$ cat config.mk
export PLATFORM = sky130hd
export DESIGN_NAME = load_scoreboard
export DESIGN_NICKNAME = d
export VERILOG_FILES = /design/src/rtl/load_scoreboard.sv
export SDC_FILE = /design/constraint.sdc
export NUM_CORES = 1
export LEC_CHECK = 0
export BUFFER_PORTS_ARGS = -buffer_cell sky130_fd_sc_hd__buf_2
export CAP_MARGIN = 20
export CORE_AREA = 2 2 126 128
export DETAILED_ROUTE_END_ITERATION = 12
export DIE_AREA = 0 0 128 130
export PLACE_DENSITY = 0.44
export SYNTH_ARGS = -nofsm -noshare
export SYNTH_HDL_FRONTEND = slang
export SYNTH_SLANG_ARGS = --single-unit
$ cat constraint.sdc
create_clock -name clk -period 2.9 [get_ports clk]
set_input_delay 0.29 -clock clk [delete_from_list [all_inputs] [get_ports clk]]
set_output_delay 0.29 -clock clk [all_outputs]
set_load 0.005 [all_outputs]
$ cat src/rtl/load_scoreboard.sv
// Load scoreboard: tracks destination registers of in-flight loads and stalls
// decode on RAW/WAW hazards or when the outstanding-load budget is exhausted.
module load_scoreboard #(
    parameter int MAX_OUT = 4,
    parameter int TIMEOUT = 1024,
    parameter int CNT_W   = 16
) (
    input  logic             clk,
    input  logic             rst_n,
    input  logic             id_valid,
    input  logic [4:0]       id_rs1,
    input  logic [4:0]       id_rs2,
    input  logic             id_use_rs1,
    input  logic             id_use_rs2,
    input  logic [4:0]       id_rd,
    input  logic             id_reg_write,
    input  logic             id_is_load,
    input  logic             wb_ld_valid,
    input  logic [4:0]       wb_ld_rd,
    output logic             stall_id,
    output logic [3:0]       outstanding,
    output logic [CNT_W-1:0] stall_cycles,
    output logic             hang_err,
    output logic             proto_err
);

    localparam int RUN_W = $clog2(TIMEOUT + 1);
    localparam logic [RUN_W-1:0] RUN_MAX  = RUN_W'(TIMEOUT);
    localparam logic [RUN_W-1:0] RUN_LAST = RUN_W'(TIMEOUT - 1);
    localparam logic [3:0]       OUT_MAX  = 4'(MAX_OUT);

    logic [31:1]      pending;
    logic [31:1]      set_vec;
    logic [31:1]      clr_vec;
    logic [31:0]      pend_vec;
    logic [RUN_W-1:0] run_cnt;

    logic raw_hit;
    logic waw_hit;
    logic cap_hit;
    logic issue;
    logic issue_trk;
    logic cmp_ok;
    logic cmp_bad;

    // x0 is never pending, so index 0 reads as a constant zero.
    assign pend_vec = {pending, 1'b0};

    assign raw_hit = (id_use_rs1 & pend_vec[id_rs1]) | (id_use_rs2 & pend_vec[id_rs2]);
    assign waw_hit = id_reg_write & pend_vec[id_rd];
    assign cap_hit = id_is_load & (outstanding == OUT_MAX);

    // Hazards look only at registered state; a same-cycle completion is
    // picked up by the forwarding unit one cycle later.
    assign stall_id = id_valid & (raw_hit | waw_hit | cap_hit);

    assign issue     = id_valid & ~stall_id & id_is_load & id_reg_write;
    assign issue_trk = issue & (id_rd != 5'd0);
    assign cmp_ok    = wb_ld_valid & pend_vec[wb_ld_rd];
    assign cmp_bad   = wb_ld_valid & ~pend_vec[wb_ld_rd];

    always_comb begin
        set_vec = '0;
        clr_vec = '0;
        for (int i = 1; i < 32; i++) begin
            set_vec[i] = issue_trk & (id_rd == 5'(i));
            clr_vec[i] = cmp_ok & (wb_ld_rd == 5'(i));
        end
    end

    always_ff @(posedge clk or negedge rst_n) begin
        if (!rst_n) begin
            pending <= '0;
        end else begin
            pending <= (pending | set_vec) & ~clr_vec;
        end
    end

    // Issue and completion of different registers in one cycle cancel out.
    always_ff @(posedge clk or negedge rst_n) begin
        if (!rst_n) begin
            outstanding <= '0;
        end else if (issue_trk & ~cmp_ok) begin
            if (outstanding != OUT_MAX) begin
                outstanding <= outstanding + 4'd1;
            end
        end else if (cmp_ok & ~issue_trk) begin
            if (outstanding != 4'd0) begin
                outstanding <= outstanding - 4'd1;
            end
        end
    end

    always_ff @(posedge clk or negedge rst_n) begin
        if (!rst_n) begin
            stall_cycles <= '0;
        end else if (stall_id && (stall_cycles != {CNT_W{1'b1}})) begin
            stall_cycles <= stall_cycles + 1'b1;
        end
    end

    always_ff @(posedge clk or negedge rst_n) begin
        if (!rst_n) begin
            run_cnt <= '0;
        end else if (!stall_id) begin
            run_cnt <= '0;
        end else if (run_cnt != RUN_MAX) begin
            run_cnt <= run_cnt + 1'b1;
        end
    end

    // hang_err lands on the same edge that brings the run counter to TIMEOUT.
    always_ff @(posedge clk or negedge rst_n) begin
        if (!rst_n) begin
            hang_err  <= 1'b0;
            proto_err <= 1'b0;
        end else begin
            if (stall_id && (run_cnt >= RUN_LAST)) begin
                hang_err <= 1'b1;
            end
            if (cmp_bad) begin
                proto_err <= 1'b1;
            end
        end
    end

endmodule

==> results.sh <==
export IMPL_instances_no_fill=786
export IMPL_p_leak_uw=0.00278
export IMPL_cp_max_fo=3
export IMPL_synth_xor_area_share_pct=4.06
export IMPL_drc_errors=0
export IMPL_worst_pin_slew_ns=0.470
export IMPL_async_reset_ff_share_pct=100
export IMPL_synth_compound_area_share_pct=17.6
export IMPL_wl_per_cell_um=19.9
export IMPL_cts_tree="done"
export IMPL_die_w_um=128
export IMPL_arrival_ns=3.39
export IMPL_vias=4469
export IMPL_violations="negative setup slack"
export IMPL_period_needed_ns=3.15
export IMPL_max_stage_delay_ns=0.57
export IMPL_rsz0062_at_grt="yes"
export IMPL_initial_utilization_pct=29.4
export IMPL_routabilityCongestion=0.875
export IMPL_startpoint_type="register"
export IMPL_path_common_cell="o211ai_1"
export IMPL_die_y_um=130
export IMPL_portBuffers=50
export IMPL_syn_nets=502
export IMPL_fin_crit_sh_pct=108
export IMPL_crit_required_ns=3.15
export IMPL_synth_main_ff_cell="dfrtp_1"
export IMPL_cts_sinks=64
export IMPL_post_drt_via_cell_ratio=5.69
export IMPL_final_area_um2=5960
export IMPL_yosys_area_share_adder_pct=1.10
export IMPL_drive_gt1_share_pct=34.8
export IMPL_cp_slowest_cell="or4b_4"
export IMPL_end_kind="register"
export IMPL_core_area_um2=15400
export IMPL_synth_seq_cells=64
export IMPL_setup_viol=3
export IMPL_hold_depth=2
export IMPL_ios=51
export IMPL_yosys_warnings=0
export IMPL_yosysUniqueCellTypes=60
export IMPL_place_hpwl_mm=11.7
export IMPL_worst_clock_skew_ns=0.00870
export IMPL_relSlewSlack_pct=68.7
export IMPL_hold_viol=0
export IMPL_syn_area_um2=4530
export IMPL_cts_made_buffers=9
export IMPL_grt_pass1_vias=4481
export IMPL_drtIter0Drc=363
export IMPL_die_area_um2=16600
export IMPL_wl_mm=15.7
export IMPL_final_cell_mix="buf_4 (89), dfrtp_1 (58), buf_2 (50)"
export IMPL_hold_class="in2reg"
export IMPL_crit_buf_inv=0
export IMPL_antenna_found_initial=0
export IMPL_p_per_area_nw_per_um2=556
export IMPL_nets=621
export IMPL_clk_path_buf_depth=2
export IMPL_grt_pass1_wl_mm=25.0
export IMPL_worstPathCellList="mux4_2 > nand2_1 > o211ai_1 > a211o_1 > or4b_4 > nor3_4 > xnor2_1 > ha_2 > or4_1 > nor2_1 > o21ai_1 > o211ai_1"
export IMPL_synth_mux_area_fraction_pct=15.4
export IMPL_cp_depth=12
export IMPL_postSynthCellCount=470
export IMPL_setup_ws_ns=-0.245
export IMPL_r2r_cells=12
export IMPL_synth_edf_count=0
export IMPL_drv_cap=0
export IMPL_grtUsageTotal_pct=19.4
export IMPL_path_clk_slew_ns=0.06
export IMPL_synth_top_family_by_area="simple AND/OR/NAND/NOR gates"
export IMPL_h_tree_depth=3
export IMPL_slew_violations=0
export IMPL_layout_commonest_cell="buf_4"
export IMPL_cts_root_buffer="clkbuf_16"
export IMPL_status="complete, but fails checks"
export IMPL_clk_latency_ns=0.33
export IMPL_seq_area_frac_synth_pct=35.3
export IMPL_placed_cell_area_um2=5590
export IMPL_postRouteAntennaNets=0
export IMPL_timing_fmax_mhz=318
export IMPL_ir_drop_mv=0.269
export IMPL_grt_overflow=0
export IMPL_crit_family="simple AND/OR/NAND/NOR gates"
export IMPL_syn_area_per_cell_um2=9.64
export IMPL_dp_cells=766
export IMPL_area_growth_syn_to_layout_pct=31.5
export IMPL_drtPass1Iterations=7
export IMPL_synth_simple_area_share_pct=21.6
export IMPL_core_rowCount=46
export IMPL_antenna_cells=0
export IMPL_critPathKind="reg2reg"
export IMPL_grt_max_degree=63
-- sequential cells by signal, summed over array words and instances, names as in the netlist --
| signal | flops |
|---|---|
| run_cnt | 11 |
| outstanding | 4 |
| pending | 31 |
| proto_err | 1 |
| hang_err | 1 |
| stall_cycles | 16 |
-- power by group --
part,leakage (µW),internal (µW),switching (µW)
combinational,0.00179,551,573
clock,0.000135,626,419
sequential,0.000853,1010,132
-- cells in the mapped netlist (6+ instances only) --
library cell  count  area share [%]
a21oi_1          29             3.2
a31oi_1           6            0.83
a41oi_1          27             5.2
and2_1           10             1.4
and3_1           22             3.0
buf_2            14             1.5
clkbuf_1         21             1.7
dfrtp_1          64              35
inv_1            14             1.2
mux2_2           10             2.5
mux2i_1          20             4.4
mux4_2           17             8.4
nand2_1          27             2.2
nand2b_1          7            0.97
nand3_1          21             2.3
nand4_1          13             1.8
nor2_1           23             1.9
nor2b_1          13             1.8
nor3_1           11             1.2
nor3b_1           7             1.2
nor4_1            6            0.83
xnor2_1          10             1.9
xor2_1           11             2.1
-- through the flow --
| step | worst slack, ns | total power, µW | TNS (ns) | util (%) | hold WS (ns) |
|---|---|---|---|---|---|
| global placement | -0.340 | 2240 | -0.592 | 36.3 | 0.0993 |
| global route | -0.387 | 3510 | -0.948 | 38.6 | 0.219 |
| CTS | -0.233 | 3330 | -0.610 | 38.4 | 0.209 |
| finish | -0.245 | 3310 | -0.652 | 38.6 | 0.221 |
| detailed placement | -0.393 | 2250 | -0.831 | 36.3 | 0.0975 |
| floorplan | -0.246 | 1720 | -0.377 | - | -0.00559 |
-- kinds of logic after synthesis --
logic type / count (synthesis)
muxes: 47
AOI/OAI and AO/OA: 108
adders and majority gates: 4
DFF: 64
xor gates and xnor gates: 21
and+or+nand+nor: 175
buffers and inverters: 51
-- repair_timing --
| item | in CTS | in global routing |
|---|---|---|
| pin swaps | 8 | 2 |
| hold buffers | 1 | 0 |
| endpoints found under the setup margin | 7 | 25 |
| resized for setup | 11 | 5 |
| gates cloned | 0 | 0 |
| endpoints found under the hold margin | 2 | 0 |
| buffers inserted | 2 | 1 |
-- per-layer routing --
metal	global-route usage, %	vias to the layer above	part of all wire (%)
met5	0	-	0
met4	4.52	0	0.99
met3	3.49	13	6.0
met2	30.2	160	46
met1	28.0	2242	47
li1	-	2054	-
-- path summary, 6_finish.rpt --
path | from | to | slack [ns]
worst min register to register | hang_err$_DFFE_PN0P_ | hang_err$_DFFE_PN0P_ | 0.45
min in group asynchronous | rst_n | stall_cycles[1]$_DFFE_PN0P_ | 0.29
worst max-delay path | pending[11]$_DFF_PN0_ | outstanding[2]$_DFFE_PN0P_ | -0.25
worst max register to register | pending[11]$_DFF_PN0_ | outstanding[2]$_DFFE_PN0P_ | -0.25
worst min-delay path | wb_ld_valid | proto_err$_DFFE_PN0P_ | 0.22
max in group asynchronous | rst_n | pending[12]$_DFF_PN0_ | 2.04
-- cell type report --
type,instances,area (µm²)
Multi-Input combinational cell,355,2750
Sequential cell,64,1610
Inverter,14,52.6
Tap cell,192,240
Timing Repair Buffer,145,1020
Fill cell,1566,9470
Clock inverter,4,28.8
Clock buffer,12,256
(Power assumes the default switching activity.)
